--- src/rtl/hazard_control_unit.sv ---
// Hazard control for the 5-stage RV32I pipeline, placed between ID and EX.
// It stalls on load-use hazards (multi-cycle for slow data memory), flushes
// on taken branches with a configurable penalty, and freezes everything while
// data memory is busy. It also keeps saturating stall/flush event counters.
module hazard_control_unit #(
  parameter int REG_ADDR_W     = 5,
  parameter int LOAD_LAT       = 1,
  parameter int BRANCH_PENALTY = 1,
  parameter int CNT_W          = 16
) (
  input  logic                  ip_clk,
  input  logic                  ip_rst_n,
  input  logic [REG_ADDR_W-1:0] ip_IF_ID_RegisterRS1,
  input  logic [REG_ADDR_W-1:0] ip_IF_ID_RegisterRS2,
  input  logic                  ip_IF_ID_UseRS1,
  input  logic                  ip_IF_ID_UseRS2,
  input  logic [REG_ADDR_W-1:0] ip_ID_EX_RegisterRD,
  input  logic                  ip_ID_EX_MemRead,
  input  logic                  ip_Branch_Taken,
  input  logic                  ip_Mem_Busy,
  output logic                  op_PCWrite,
  output logic                  op_IF_ID_Write,
  output logic                  op_ID_EX_Bubble,
  output logic                  op_IF_ID_Flush,
  output logic                  op_ID_EX_Flush,
  output logic                  op_Pipe_Hold,
  output logic [CNT_W-1:0]      op_Stall_Count,
  output logic [CNT_W-1:0]      op_Flush_Count
);

  // The down-counter must hold the longer of the two remaining-cycle loads.
  localparam int MAX_CYC = (LOAD_LAT > BRANCH_PENALTY) ? LOAD_LAT : BRANCH_PENALTY;
  localparam int CW      = (MAX_CYC > 1) ? $clog2(MAX_CYC + 1) : 1;

  typedef enum logic [1:0] {
    IDLE       = 2'd0,
    LOAD_STALL = 2'd1,
    FLUSH      = 2'd2
  } state_t;

  state_t           state_q, state_d;
  logic [CW-1:0]    cnt_q, cnt_d;
  logic [CNT_W-1:0] stall_cnt_q, stall_cnt_d;
  logic [CNT_W-1:0] flush_cnt_q, flush_cnt_d;
  logic             hz;
  logic             stall_inc;
  logic             flush_inc;

  // Load-use hazard: EX holds a load whose non-x0 destination feeds a used ID source.
  always_comb begin
    hz = ip_ID_EX_MemRead && (ip_ID_EX_RegisterRD != '0) &&
         ((ip_IF_ID_UseRS1 && (ip_ID_EX_RegisterRD == ip_IF_ID_RegisterRS1)) ||
          (ip_IF_ID_UseRS2 && (ip_ID_EX_RegisterRD == ip_IF_ID_RegisterRS2)));
  end

  // Next-state and control outputs; memory busy beats branch beats load stall.
  always_comb begin
    state_d         = state_q;
    cnt_d           = cnt_q;
    stall_inc       = 1'b0;
    flush_inc       = 1'b0;
    op_PCWrite      = 1'b1;
    op_IF_ID_Write  = 1'b1;
    op_ID_EX_Bubble = 1'b0;
    op_IF_ID_Flush  = 1'b0;
    op_ID_EX_Flush  = 1'b0;
    op_Pipe_Hold    = 1'b0;

    if (ip_Mem_Busy) begin
      // Full freeze: nothing moves, all state holds.
      op_Pipe_Hold   = 1'b1;
      op_PCWrite     = 1'b0;
      op_IF_ID_Write = 1'b0;
    end else if (ip_Branch_Taken) begin
      // A taken branch always wins over any stall or flush in progress.
      op_IF_ID_Flush = 1'b1;
      op_ID_EX_Flush = 1'b1;
      flush_inc      = 1'b1;
      if (BRANCH_PENALTY > 1) begin
        state_d = FLUSH;
        cnt_d   = CW'(BRANCH_PENALTY - 1);
      end else begin
        state_d = IDLE;
        cnt_d   = '0;
      end
    end else begin
      case (state_q)
        IDLE: begin
          if (hz) begin
            op_PCWrite      = 1'b0;
            op_IF_ID_Write  = 1'b0;
            op_ID_EX_Bubble = 1'b1;
            stall_inc       = 1'b1;
            if (LOAD_LAT > 1) begin
              state_d = LOAD_STALL;
              cnt_d   = CW'(LOAD_LAT - 1);
            end
          end
        end
        LOAD_STALL: begin
          // The load has already left EX, so hz is no longer visible; hold the stall.
          op_PCWrite      = 1'b0;
          op_IF_ID_Write  = 1'b0;
          op_ID_EX_Bubble = 1'b1;
          stall_inc       = 1'b1;
          cnt_d           = cnt_q - 1'b1;
          if (cnt_q == CW'(1)) begin
            state_d = IDLE;
          end
        end
        FLUSH: begin
          op_IF_ID_Flush = 1'b1;
          cnt_d          = cnt_q - 1'b1;
          if (cnt_q == CW'(1)) begin
            state_d = IDLE;
          end
        end
        default: begin
          state_d = IDLE;
          cnt_d   = '0;
        end
      endcase
    end
  end

  // Saturating performance counters; they never wrap back to zero.
  always_comb begin
    stall_cnt_d = stall_cnt_q;
    flush_cnt_d = flush_cnt_q;
    if (stall_inc && (stall_cnt_q != {CNT_W{1'b1}})) begin
      stall_cnt_d = stall_cnt_q + 1'b1;
    end
    if (flush_inc && (flush_cnt_q != {CNT_W{1'b1}})) begin
      flush_cnt_d = flush_cnt_q + 1'b1;
    end
  end

  // State, down-counter and counter registers; reset aborts any operation at once.
  always_ff @(posedge ip_clk or negedge ip_rst_n) begin
    if (!ip_rst_n) begin
      state_q     <= IDLE;
      cnt_q       <= '0;
      stall_cnt_q <= '0;
      flush_cnt_q <= '0;
    end else begin
      state_q     <= state_d;
      cnt_q       <= cnt_d;
      stall_cnt_q <= stall_cnt_d;
      flush_cnt_q <= flush_cnt_d;
    end
  end

  assign op_Stall_Count = stall_cnt_q;
  assign op_Flush_Count = flush_cnt_q;

endmodule

--- config.mk ---
export PLATFORM = sky130hd
export DESIGN_NAME = hazard_control_unit
export DESIGN_NICKNAME = d
export VERILOG_FILES = /design/src/rtl/hazard_control_unit.sv
export SDC_FILE = /design/constraint.sdc
export NUM_CORES = 1
export LEC_CHECK = 0
export BUFFER_PORTS_ARGS = -buffer_cell sky130_fd_sc_hd__buf_2
export CORE_ASPECT_RATIO = 2
export CORE_MARGIN = 2
export CORE_UTILIZATION = 50
export DETAILED_ROUTE_END_ITERATION = 16
export MAX_ROUTING_LAYER = met4
export PLACE_DENSITY = 0.78
export SLEW_MARGIN = 5
export SYNTH_ARGS = -nofsm -noshare
export SYNTH_HDL_FRONTEND = slang
export SYNTH_SLANG_ARGS = --single-unit
--- constraint.sdc ---
create_clock -name ip_clk -period 3.4 [get_ports ip_clk]
set_input_delay 0.34 -clock ip_clk [delete_from_list [all_inputs] [get_ports ip_clk]]
set_output_delay 0.34 -clock ip_clk [all_outputs]
set_load 0.02 [all_outputs]
=== After elaboration in Yosys (flattened, before gate mapping) ===
Cells that the tools add are included.

* Register bits: 35
* Output and inout bits: 38

* $add $sub $neg: 3
* Eq/ne operators: 8
* Multiplexer cells: 19
* Bitwise logic cells: 1
* Reduce and logical (&&, ||, !) cells: 12

{| class="wikitable"
|+ Operators by type and width
! operator !! count
|-
| 16-bit by 1-bit adder with 16-bit output, second input constant || 2
|-
| 16-bit inequality test, second input constant || 2
|-
| 1-bit 2-to-1 mux || 13
|-
| 5-bit equality test || 2
|-
| 1-bit logical AND || 6
|-
| 1-bit one-hot mux with 2 select lines || 3
|-
| 5-bit nonzero test || 1
|-
| 2-bit 2-to-1 mux || 2
|-
| 2-bit one-hot mux with 2 select lines || 1
|-
| 3-bit by 1-bit inequality test with 1-bit output, second input constant || 1
|-
| 3-bit AND reduction || 1
|-
| 2-bit by 1-bit equality test with 1-bit output, second input constant || 1
|-
| 2-bit equality test, second input constant || 1
|-
| 2-bit logical NOT || 1
|-
| 2-bit inequality test, second input constant || 1
|-
| 2-bit AND reduction || 1
|-
| 2-bit OR reduction || 1
|-
| 1-bit logical OR || 1
|-
| 1-bit inverter || 1
|-
| 1-bit subtractor, second input constant || 1
|}

=== Depth between registers and ports, before layout ===
Gate-level depths: netlist of the first run.

* Word-level depth: 9
* Depth in mapped cells: 6
* Depth with buffers taken out: 6

=== Worst setup path before layout of the first run ===
OpenSTA, ideal clock, no wires.

* Kind: in2out
* Start point: input port ip_ID_EX_RegisterRD[1]
* End point: output port op_PCWrite
* Arrival: 1.654 ns
* Data required time: 3.060 ns
* Path slack: 1.406 ns
* Cell stages on the path: 5
* Path buffers: 1
* Cells stage by stage: or4_4 > nor2_2 > nor3b_1 > a21oi_1 > buf_4

* Longest elaborated chain between the ends: 8
* Elaborated cells on any way between the ends: 12
* Those cells by class: 2 x eq/ne; 4 x mux; 6 x reduce/logical

{| class="wikitable"
|+ RTL lines
! element !! RTL line !! RTL
|-
| start: declaration || 17 || <nowiki>input logic [REG_ADDR_W-1:0] ip_ID_EX_RegisterRD,</nowiki>
|-
| 5-bit equality test, on equally long branches || 52, 53 ||
|-
| 1-bit logical AND, on equally long branches || 52, 53 ||
|-
| 1-bit logical OR || 52 || <nowiki>((ip_IF_ID_UseRS1 && (ip_ID_EX_RegisterRD == ip_IF_ID_RegisterRS1)) ||</nowiki>
|-
| 1-bit logical AND * || 51 || <nowiki>hz = ip_ID_EX_MemRead && (ip_ID_EX_RegisterRD != '0) &&</nowiki>
|-
| 1-bit 2-to-1 mux * || - ||
|-
| 1-bit one-hot mux with 2 select lines * || - ||
|-
| 1-bit 2-to-1 mux * (2 in a row) || - ||
|-
| end: declaration || 21 || <nowiki>output logic op_PCWrite,</nowiki>
|}

Mark *: on every way between the ends. The rest lies on a longest branch, timed or not.

=== Worst setup path after layout of the first run ===
* Start point: input port ip_ID_EX_RegisterRD[0]
* End point: output port op_ID_EX_Bubble

* Longest elaborated chain between the ends: 8
* Elaborated cells on any way between the ends: 12
* Those cells by class: 2 x eq/ne; 4 x mux; 6 x reduce/logical

{| class="wikitable"
|+ RTL lines
! element !! RTL line !! RTL
|-
| 5-bit equality test, on equally long branches || 52, 53 ||
|-
| 1-bit logical AND, on equally long branches || 52, 53 ||
|-
| 1-bit logical OR || 52 ||
|-
| 1-bit logical AND * || 51 ||
|-
| 1-bit 2-to-1 mux * || 89 || <nowiki>if (hz) begin</nowiki>
|-
| 1-bit one-hot mux with 2 select lines * || 87 || <nowiki>case (state_q)</nowiki>
|-
| 1-bit 2-to-1 mux * || 74 || <nowiki>end else if (ip_Branch_Taken) begin</nowiki>
|-
| 1-bit 2-to-1 mux * || 69 || <nowiki>if (ip_Mem_Busy) begin</nowiki>
|-
| end: declaration || 23 || <nowiki>output logic op_ID_EX_Bubble,</nowiki>
|}

Marked as above.

==> flow_summary.yaml, run 1 <==
status:
  status: "complete, no violations"
power:
  total_power_mw: 1.06
  powerDensity_nw_per_um2: 473
  vdd_drop_max_mv: 0.330
  leakage_nw: 1.06
synthesis:
  synth-compound-area-share_pct: 6.12
  synth_xor_area_share_pct: 16.6
  ys_seq_area_share_pct: 44.5
  synth_fp_nets: 197
  synthMuxAreaShare_pct: 2.71
  ys_ff_latch: 32
  avgSynthCellArea_sq_um: 10.4
  synth-async-reset-ratio_pct: 100
  synth_cell_types: 39
  synth_ff_type: "dfrtp_1"
  synthAdderAreaFrac_pct: 1.39
  netlist_instances: 173
  synth_edf_count: 0
  synth-simple-area-share_pct: 26.4
  synth-warning-count: 0
  synth_top_family_by_area: "simple AND/OR/NAND/NOR gates"
  syn-cell-area_sq_um: 1800
route:
  firstDrtPassIters: 4
  drcViolationCount: 0
  routed_via_density: 5.30
  antenna_left: 0
  wire_per_inst_microns: 13.6
  wl_mm: 3.86
  vias: 1504
  drt_iter0_markers: 30
setup_path:
  crit_buf_inv: 2
  cp_slowest_cell: "o22ai_2"
  worstSetupStartpointType: "input port"
  critPathKind: "input port to output port"
  cp.arrival_ns: 1.80
  cp_cell_sequence: "buf_2 > xnor2_1 > nand4_1 > o22ai_2 > and2_2 > buf_2"
  crit_path_frequent_cell: "buf_2"
  cpPeakStageDelay_ns: 0.57
  critPathRequiredTime_ns: 3.06
  cp_top_family: "compound AO/OA/AOI/OAI gates"
  end_kind: "output port"
  critPathMaxFanout: 18
global_route:
  grt_max_degree: 33
  grt_overflow: 0
  track_usage_pct: 21.3
  antenna_found_initial: 0
  grt_pass1_vias: 1452
  grt_pass1_wl_mm: 6.13
floorplanning:
  row_count: 30
  start_util_pct: 52.7
  fp.dieW_microns: 46.4
  coreArea_sq_um: 3420
  fp.dieH_microns: 88.8
  boundaryPins: 60
  die_area_sq_um: 4120
clock_network:
  cts_num_sinks: 32
  clk_pin_slew_ns: 0.07
  cts_setup_buffers: 0
  cts_buffer_depth: 2
  h-tree-depth: 2
  cts_made_buffers: 5
  insertion_delay_ns: 0.29
  cts-resized-gates: 0
  cts_hold_buffers: 0
  cts_root_buffer: "clkbuf_8"
  cts_tree: "yes"
sta:
  finalHoldWorstSlack_ns: 0.0900
  period_needed_ns: 2.14
  slew_headroom_pct: 52.8
  setup_tns_ns: 0
  finalCritPeriodShare_pct: 62.9
  clock_skew_ns: 0.00450
  hold_violations: 0
  grt_setup_unrepaired: "false"
  setup_viol: 0
  maxSlewViolCount: 0
  max_freq_mhz: 468
  worstMarginPinSlew_ns: 0.707
run:
  max_cap_viol_count: 0
final_layout:
  final_core_utilization_pct: 65.5
  layout.nets: 259
  final_common_cell: "buf_2"
  area_growth_pct: 24.4
  final_cell_mix: "buf_2, dfrtp_1, xnor2_1"
  drive_above_1_share_pct: 35.6
  n_antenna_cell: 0
  filler_cell_count: 283
min_path:
  hold_path.class: "input port to asynchronous set/reset pin"
placement:
  gp_congestion: 0.772
  dp_hpwl_mm: 3.05
  port_buffers: 59
==> final cells by class <==
| class | count | area, sq um | share of cell area (%) |
|---|---|---|---|
| Tap cell | 48 | 60.1 | 2.68 |
| Clock inverter | 3 | 42.5 | 1.90 |
| Clock buffer | 5 | 68.8 | 3.07 |
| Inverter | 4 | 15.0 | 0.671 |
| Multi-Input combinational cell | 133 | 956 | 42.7 |
| Timing Repair Buffer | 59 | 295 | 13.2 |
| Sequential cell | 32 | 801 | 35.8 |
==> final timing paths <==
path | depth (start not counted) | slack (ns) | to | start
setup / recovery | 6 | 1.26 | op_ID_EX_Bubble | ip_ID_EX_RegisterRD[0]
hold / removal | 1 | 0.09 | op_Flush_Count[9]$_DFFE_PN0P_ | ip_rst_n
setup reg to reg | 5 | 1.51 | op_Flush_Count[1]$_DFFE_PN0P_ | op_Flush_Count[0]$_DFFE_PN0P_
hold reg to reg | 1 | 0.52 | op_Flush_Count[7]$_DFFE_PN0P_ | op_Flush_Count[7]$_DFFE_PN0P_
max in group asynchronous | 1 | 2.85 | op_Stall_Count[9]$_DFFE_PN0P_ | ip_rst_n
min in group ip_clk | 1 | 0.52 | op_Flush_Count[7]$_DFFE_PN0P_ | op_Flush_Count[7]$_DFFE_PN0P_
==> per-stage QoR <==
step | area (sq um) | instances | setup WS (ns)
2_1_floorplan | 1800 | 173 | 1.41
5_1_grt | 2240 | 284 | 1.15
6_report | 2240 | 284 | 1.26
4_1_cts | 2240 | 284 | 1.25
3_5_place_dp | 2130 | 276 | 1.25
3_3_place_gp | 2130 | 276 | 1.32
==> cells by family (layout without fill, tap and decap cells) <==
group,Yosys count,in the layout
buf+inv,8,71
simple gates,80,80
compound gates,13,13
xor+xnor,34,34
fa+ha+maj,2,2
mux,4,4
flops,32,32
==> report_power, final <==
part	leakage (nW)	switching (mW)	internal [mW]
clock network	0.0541	0.143	0.217
registers	0.433	0.0538	0.421
logic	0.576	0.135	0.0898
==> layer usage <==
metal,up-vias,share of wire (%),GRT usage (%)
li1,737,-,-
met1,710,37,21.6
met2,51,57,36.9
met3,6,4.8,5.10
met4,0,1.7,9.35
met5,-,0,-
==> synthesized netlist by cell type (2+ instances only) <==
cell	number	share of area (%)
dfrtp_1	32	45
xnor2_1	29	14
nand2_1	14	2.9
nand3_1	13	3.6
nand4_1	13	4.5
nor2_1	10	2.1
nor3_1	5	1.4
xor2_1	5	2.4
and3_1	4	1.4
and4_1	4	1.9
inv_1	4	0.83
a21oi_1	3	0.83
buf_4	3	1.3
nand4b_1	3	1.5
o21a_1	3	1.3
ha_1	2	1.4
mux2_2	2	1.3
nand2b_1	2	0.70
or2_2	2	0.70
==> registers in the layout, summed over array words and instances (netlist names) <==
register / flops
op_Flush_Count: 16
op_Stall_Count: 16
(Power assumes the default switching activity.)
==> inputs of run 2 (changes only) <==
--- a/config.mk
+++ b/config.mk
@@ -5,13 +5,14 @@
 export SDC_FILE = /design/constraint.sdc
 export NUM_CORES = 1
 export LEC_CHECK = 0
+export ABC_AREA = 1
 export BUFFER_PORTS_ARGS = -buffer_cell sky130_fd_sc_hd__buf_2
 export CORE_ASPECT_RATIO = 2
 export CORE_MARGIN = 2
 export CORE_UTILIZATION = 50
 export DETAILED_ROUTE_END_ITERATION = 16
 export MAX_ROUTING_LAYER = met4
-export PLACE_DENSITY = 0.78
+export PLACE_DENSITY = 0.76
 export SLEW_MARGIN = 5
 export SYNTH_ARGS = -nofsm -noshare
 export SYNTH_HDL_FRONTEND = slang
==> constraint.sdc (replaced) <==
create_clock -name ip_clk -period 2.1 [get_ports ip_clk]
set_input_delay 0.21 -clock ip_clk [delete_from_list [all_inputs] [get_ports ip_clk]]
set_output_delay 0.21 -clock ip_clk [all_outputs]
set_load 0.02 [all_outputs]
==> run 2 against run 1 <==
Effect of this change:
- combinational power up 60%
- flip-flop and latch count unchanged
- critical path depth up 3
- global-route usage increased by 3.6 points
- first-iteration DRC count up 73%
- synthesized cell count increased by 88%
- critical endpoint is now op_Flush_Count[13]$_DFFE_PN0P_
==> flow_summary.yaml, run 2 <==
power:
  powerDensity_nw_per_um2: 650
  power_frac_seq_pct: 43.1
  total_power_mw: 1.70
  p_sw_share_pct: 32.5
  combinationalPowerShare_pct: 21.1
  p_sw_uw: 554
  vdd_drop_max_mv: 0.446
  leakage_nw: 1.49
  p_int_mw: 1.15
  clkPwrFrac_pct: 35.7
setup_path:
  worstReg2RegStart: "op_Flush_Count[0]$_DFFE_PN0P_"
  ff2ff_setup_slack_ns: 0.31
  critPathMaxFanout: 19
  cp_cell_sequence: "ha_1 > nand3_1 > inv_1 > and2_4 > nand3_2 > nand2_4 > inv_2 > nand2_1 > nand2_1"
  cp_top_family: "simple AND/OR/NAND/NOR gates"
  critPathRequiredTime_ns: 2.29
  critPathKind: "flop to flop"
  cpPeakStageDelay_ns: 0.41
  crit_buf_inv: 2
  worstSetupStartpointType: "flop"
  cp_slowest_cell: "dfrtp_1"
  end_kind: "flop"
  reg2reg_depth: 9
  crit_path_frequent_cell: "nand2_1"
  rr_endpoint: "op_Flush_Count[13]$_DFFE_PN0P_"
  cp.arrival_ns: 1.97
route:
  firstDrtPassIters: 4
  antenna_left: 0
  vias: 2194
  drt_iter0_markers: 52
  drcViolationCount: 0
  routed_via_density: 4.99
  wire_per_inst_microns: 12.5
  wl_mm: 5.51
sta:
  period_needed_ns: 1.79
  worstMarginPinSlew_ns: 0.732
  clock_skew_ns: 0.00801
  setup_viol: 0
  setup_ws_ns: 0.314
  hold_violations: 0
  setup_tns_ns: 0
  max_freq_mhz: 560
  slew_headroom_pct: 51.2
  grt_setup_unrepaired: "false"
  maxSlewViolCount: 0
  finalCritPeriodShare_pct: 85.0
clock_network:
  cts_made_buffers: 5
  cts-resized-gates: 0
  cts_root_buffer: "clkbuf_8"
  cts_buffer_depth: 2
  h-tree-depth: 2
  insertion_delay_ns: 0.29
  clk_pin_slew_ns: 0.08
  cts_num_sinks: 32
  cts_tree: "yes"
  cts_setup_buffers: 0
min_path:
  min_path_cells: 6
  min-delay-start: "ip_Mem_Busy"
  holdPathEnd: "op_Stall_Count[13]$_DFFE_PN0P_"
  hold_path.class: "input port to flop"
synthesis:
  synth_ff_type: "dfrtp_1"
  ys_ff_latch: 32
  synth_commonest_cells: "nand2_1, inv_1, dfrtp_1"
  synth_fp_nets: 349
  synth.most_common_cell: "nand2_1"
  yosys.area.top_type: "dfrtp_1"
  synth-async-reset-ratio_pct: 100
  syn-cell-area_sq_um: 2200
  synth-warning-count: 0
  netlist_instances: 325
  synth_cell_types: 24
  synth_edf_count: 0
  synth_area_leaders: "dfrtp_1, nand2_1, xor2_1, inv_1, nor2_1"
  avgSynthCellArea_sq_um: 6.77
  ys_seq_area_share_pct: 36.4
  synth_top_area_share_pct: 36.4
final_layout:
  layout.nets: 409
  final_cell_mix: "nand2_1, buf_2, inv_1"
  filler_cell_count: 441
  area_growth_pct: 19.1
  n_antenna_cell: 0
  final_common_cell: "nand2_1"
  drive_above_1_share_pct: 21.0
placement:
  port_buffers: 59
  dp_hpwl_mm: 4.16
  pre_cts_ws_ns: 0.316
  gp_congestion: 0.902
global_route:
  antenna_found_initial: 0
  grt_pass1_wl_mm: 9.25
  grt_pass1_vias: 2169
  grt_overflow: 0
  track_usage_pct: 24.9
  grt_max_degree: 33
floorplanning:
  fp.dieH_microns: 97.8
  boundaryPins: 60
  coreArea_sq_um: 4300
  row_count: 34
  fp.dieW_microns: 50.9
  start_util_pct: 51.2
  die_area_sq_um: 4980
status:
  status: "complete, no violations"
run:
  max_cap_viol_count: 0
[run 2: worst max path at each step]
stage | from | to | cells past startpoint
5_1_grt | op_Flush_Count[0]$_DFFE_PN0P_ | op_Flush_Count[12]$_DFFE_PN0P_ | 9
6_report | op_Flush_Count[0]$_DFFE_PN0P_ | op_Flush_Count[13]$_DFFE_PN0P_ | 9
3_5_place_dp | op_Flush_Count[0]$_DFFE_PN0P_ | op_Flush_Count[13]$_DFFE_PN0P_ | 9
2_1_floorplan | op_Flush_Count[0]$_DFFE_PN0P_ | op_Flush_Count[8]$_DFFE_PN0P_ | 10
4_1_cts | op_Flush_Count[0]$_DFFE_PN0P_ | op_Flush_Count[13]$_DFFE_PN0P_ | 9
3_3_place_gp | op_Flush_Count[0]$_DFFE_PN0P_ | op_Flush_Count[13]$_DFFE_PN0P_ | 9
[run 2: worst register-to-register path: stages (launching register included)]
cell	delay, ns
dfrtp_1	0.41
ha_1	0.21
nand3_1	0.17
inv_1	0.11
and2_4	0.16
nand3_2	0.09
nand2_4	0.21
inv_2	0.17
nand2_1	0.11
nand2_1	0.05
[run 2: cell type report]
| class | instances | area (sq um) | area share (%) |
|---|---|---|---|
| Clock inverter | 3 | 42.5 | 1.62 |
| Sequential cell | 32 | 801 | 30.5 |
| Tap cell | 54 | 67.6 | 2.58 |
| Inverter | 41 | 154 | 5.87 |
| Clock buffer | 5 | 68.8 | 2.63 |
| Timing Repair Buffer | 60 | 305 | 11.6 |
| Multi-Input combinational cell | 245 | 1180 | 45.1 |
[run 2: what timing repair did]
action	in CTS	in global routing
hold endpoints to repair	18	0
hold buffers	1	0
setup endpoints to repair	0	0
[run 2: power by group through the flow]
stage          Combinational [mW]  Sequential [mW]  Clock, mW
4_1_cts                     0.363            0.735      0.626
2_1_floorplan               0.177            0.804          0
3_5_place_dp                0.359            0.747          0
3_3_place_gp                0.353            0.746          0
6_report                    0.360            0.735      0.609
5_1_grt                     0.405            0.745      0.646
[run 2: per-layer routing]
layer / GRT usage, % / share of wire (%) / vias up
met2: 44.6 / 56 / 68
li1: - / - / 1101
met1: 23.7 / 36 / 1006
met5: - / 0 / -
met3: 3.52 / 3.3 / 19
met4: 15.8 / 4.7 / 0
[run 2: logic make-up (layout without fill, tap and decap cells)]
logic type	after synthesis	after routing	share of synthesized area [%]
flip-flops	32	32	36.4
buffers and inverters	48	109	9.89
AO/OA/AOI/OAI	3	3	0.682
AND/OR/NAND/NOR	212	212	40.8
adder cells (fa/ha/maj)	2	2	1.14
XOR/XNOR	28	28	11.1
[run 2: through the flow]
stage               utilization [%]  instance area, sq um  std cells  hold WS (ns)
floorplan                         -                  2200        325       -0.0856
global placement               58.2                  2500        431         0.316
detailed placement             58.2                  2500        431         0.318
CTS                            61.0                  2620        440         0.425
global route                   61.0                  2620        440         0.480
finish                         61.0                  2620        440         0.431
==> inputs of run 3 (changes only) <==
--- a/config.mk
+++ b/config.mk
@@ -5,14 +5,14 @@
 export SDC_FILE = /design/constraint.sdc
 export NUM_CORES = 1
 export LEC_CHECK = 0
-export ABC_AREA = 1
 export BUFFER_PORTS_ARGS = -buffer_cell sky130_fd_sc_hd__buf_2
 export CORE_ASPECT_RATIO = 2
 export CORE_MARGIN = 2
 export CORE_UTILIZATION = 50
 export DETAILED_ROUTE_END_ITERATION = 16
 export MAX_ROUTING_LAYER = met4
-export PLACE_DENSITY = 0.76
+export PLACE_DENSITY = 0.79
+export SKIP_LAST_GASP = 1
 export SLEW_MARGIN = 5
 export SYNTH_ARGS = -nofsm -noshare
 export SYNTH_HDL_FRONTEND = slang
==> run 3 against run 2 <==
Effect of this change:
- worst hold slack better by 0.010 ns
- core utilization is 4.9 points higher
- non-clock buffer count is 1 higher
- clock power is 5.3% lower
- combinational power is 3% higher
- sequential share of layout area is 5.0 points higher
- sequential power is 5.0% higher
- cell area is 14% lower
- flip-flop and latch count stayed put
- die area is 17% lower
- cell count is 35% lower
- largest cell class unchanged
- highest routed layer unchanged
==> flow_summary.yaml, run 3 (synthesis results as in run 1) <==
power:
  powerDensity_nw_per_um2: 763
  leakage_nw: 1.07
  vdd_drop_max_mv: 0.494
  total_power_mw: 1.72
final_layout:
  layout.nets: 261
  final_cells: 286
  final_cell_mix: "buf_2, dfrtp_1, xnor2_1"
  drive_above_1_share_pct: 35.3
  n_antenna_cell: 0
  final_common_cell: "buf_2"
  filler_cell_count: 299
  area_growth_pct: 25.2
global_route:
  grt_pass1_vias: 1485
  grt_max_degree: 33
  antenna_found_initial: 0
  grt_overflow: 0
  track_usage_pct: 21.8
  grt_pass1_wl_mm: 6.42
clock_network:
  cts_buffer_depth: 2
  cts_root_buffer: "clkbuf_8"
  h-tree-depth: 2
  cts_num_sinks: 32
  cts-resized-gates: 0
  cts_made_buffers: 5
  clk_pin_slew_ns: 0.07
  cts_tree: "yes"
  insertion_delay_ns: 0.28
  cts_setup_buffers: 0
sta:
  setup_viol: 0
  worstMarginPinSlew_ns: 0.708
  grt_setup_unrepaired: "false"
  max_freq_mhz: 531
  maxSlewViolCount: 0
  hold_violations: 0
  period_needed_ns: 1.88
  setup_tns_ns: 0
  finalCritPeriodShare_pct: 89.7
  slew_headroom_pct: 52.8
  clock_skew_ns: 0.00680
floorplanning:
  row_count: 30
  start_util_pct: 52.7
  die_area_sq_um: 4120
  boundaryPins: 60
  fp.dieW_microns: 46.4
  fp.dieH_microns: 88.8
  coreArea_sq_um: 3420
route:
  wire_per_inst_microns: 14.3
  antenna_left: 0
  firstDrtPassIters: 4
  drt_iter0_markers: 31
  vias: 1549
  routed_via_density: 5.42
  wl_mm: 4.09
  drcViolationCount: 0
setup_path:
  cpPeakStageDelay_ns: 0.40
  cp_slowest_cell: "dfrtp_1"
  reg2reg_depth: 6
  critPathRequiredTime_ns: 2.26
  cp.arrival_ns: 2.05
  critPathKind: "flop to flop"
  critPathMaxFanout: 10
  end_kind: "flop"
  cp_cell_sequence: "ha_1 > nand2_1 > nor4_4 > a21oi_2 > nand2_2 > mux2_4"
  worstSetupStartpointType: "flop"
status:
  status: "complete, no violations"
placement:
  port_buffers: 59
  dp.cells: 277
  dp_hpwl_mm: 3.21
  gp_congestion: 0.831
min_path:
  min_path_cells: 5
  hold_path.class: "input port to flop"
run:
  max_cap_viol_count: 0
-- run 3: cell count changes in the layout (fill, tap and decap cells not counted), moves of 4 or more --
cell / change
nand4_1: +10
xor2_1: -17
nand2_1: -130
inv_2: -4
nor2_1: -18
and3_1: +4
nand3_1: -5
inv_1: -33
and4_1: +4
xnor2_1: +23
-- run 3: power breakdown --
| group | total [mW] | leakage, nW | internal, mW | switching [mW] |
|---|---|---|---|---|
| Sequential | 0.772 | 0.433 | 0.682 | 0.0897 |
| Combinational | 0.370 | 0.586 | 0.148 | 0.222 |
| Clock | 0.577 | 0.0552 | 0.352 | 0.225 |
| Total | 1.72 | 1.07 | 1.18 | 0.536 |
-- run 3: per-stage QoR --
| stage | instance area (sq um) | hold WS (ns) | utilization (%) | worst slack, ns |
|---|---|---|---|---|
| after floorplan | 1800 | -0.0856 | - | 0.222 |
| after global placement | 2130 | 0.302 | 62.5 | 0.293 |
| after detailed placement | 2130 | 0.315 | 62.5 | 0.245 |
| after CTS | 2250 | 0.435 | 65.9 | 0.228 |
| after global routing | 2250 | 0.469 | 65.9 | 0.0955 |
| final | 2250 | 0.441 | 65.9 | 0.217 |
-- run 3: final timing paths --
check                                                  to                          start  slack [ns]
max                         op_Stall_Count[1]$_DFFE_PN0P_  op_Stall_Count[0]$_DFFE_PN0P_        0.22
min                         op_Stall_Count[9]$_DFFE_PN0P_               ip_ID_EX_MemRead        0.44
max reg2reg                 op_Stall_Count[1]$_DFFE_PN0P_  op_Stall_Count[0]$_DFFE_PN0P_        0.22
min reg2reg                 op_Stall_Count[6]$_DFFE_PN0P_  op_Stall_Count[6]$_DFFE_PN0P_        0.52
max in group asynchronous   op_Stall_Count[2]$_DFFE_PN0P_                       ip_rst_n        1.13
min in group asynchronous  op_Flush_Count[14]$_DFFE_PN0P_                       ip_rst_n        0.51
-- run 3: critical path, delay by kind of cell, from the launching register on --
kind            cells  cell delay [ns]
compound gates      1             0.20
fa+ha+maj           1             0.24
flops               1             0.40
mux                 1             0.30
simple gates        3             0.63
-- run 3: what timing repair did --
action,4_1_cts,5_1_grt
setup endpoints to repair,0,0
hold buffers,1,0
hold endpoints to repair,20,0
-- run 3: cell type report --
class	instances	area, sq um	share of cell area [%]
Multi-Input combinational cell	133	956	42.4
Sequential cell	32	801	35.6
Timing Repair Buffer	61	313	13.9
Clock buffer	6	72.6	3.22
Tap cell	48	60.1	2.67
Clock inverter	2	35.0	1.56
Inverter	4	15.0	0.667
-- run 3: layer usage --
metal | up-vias | GRT usage [%] | part of all wire (%)
li1 | 744 | - | -
met1 | 743 | 22.1 | 36
met2 | 51 | 38.5 | 58
met3 | 11 | 4.29 | 4.1
met4 | 0 | 9.35 | 2.4
met5 | - | - | 0
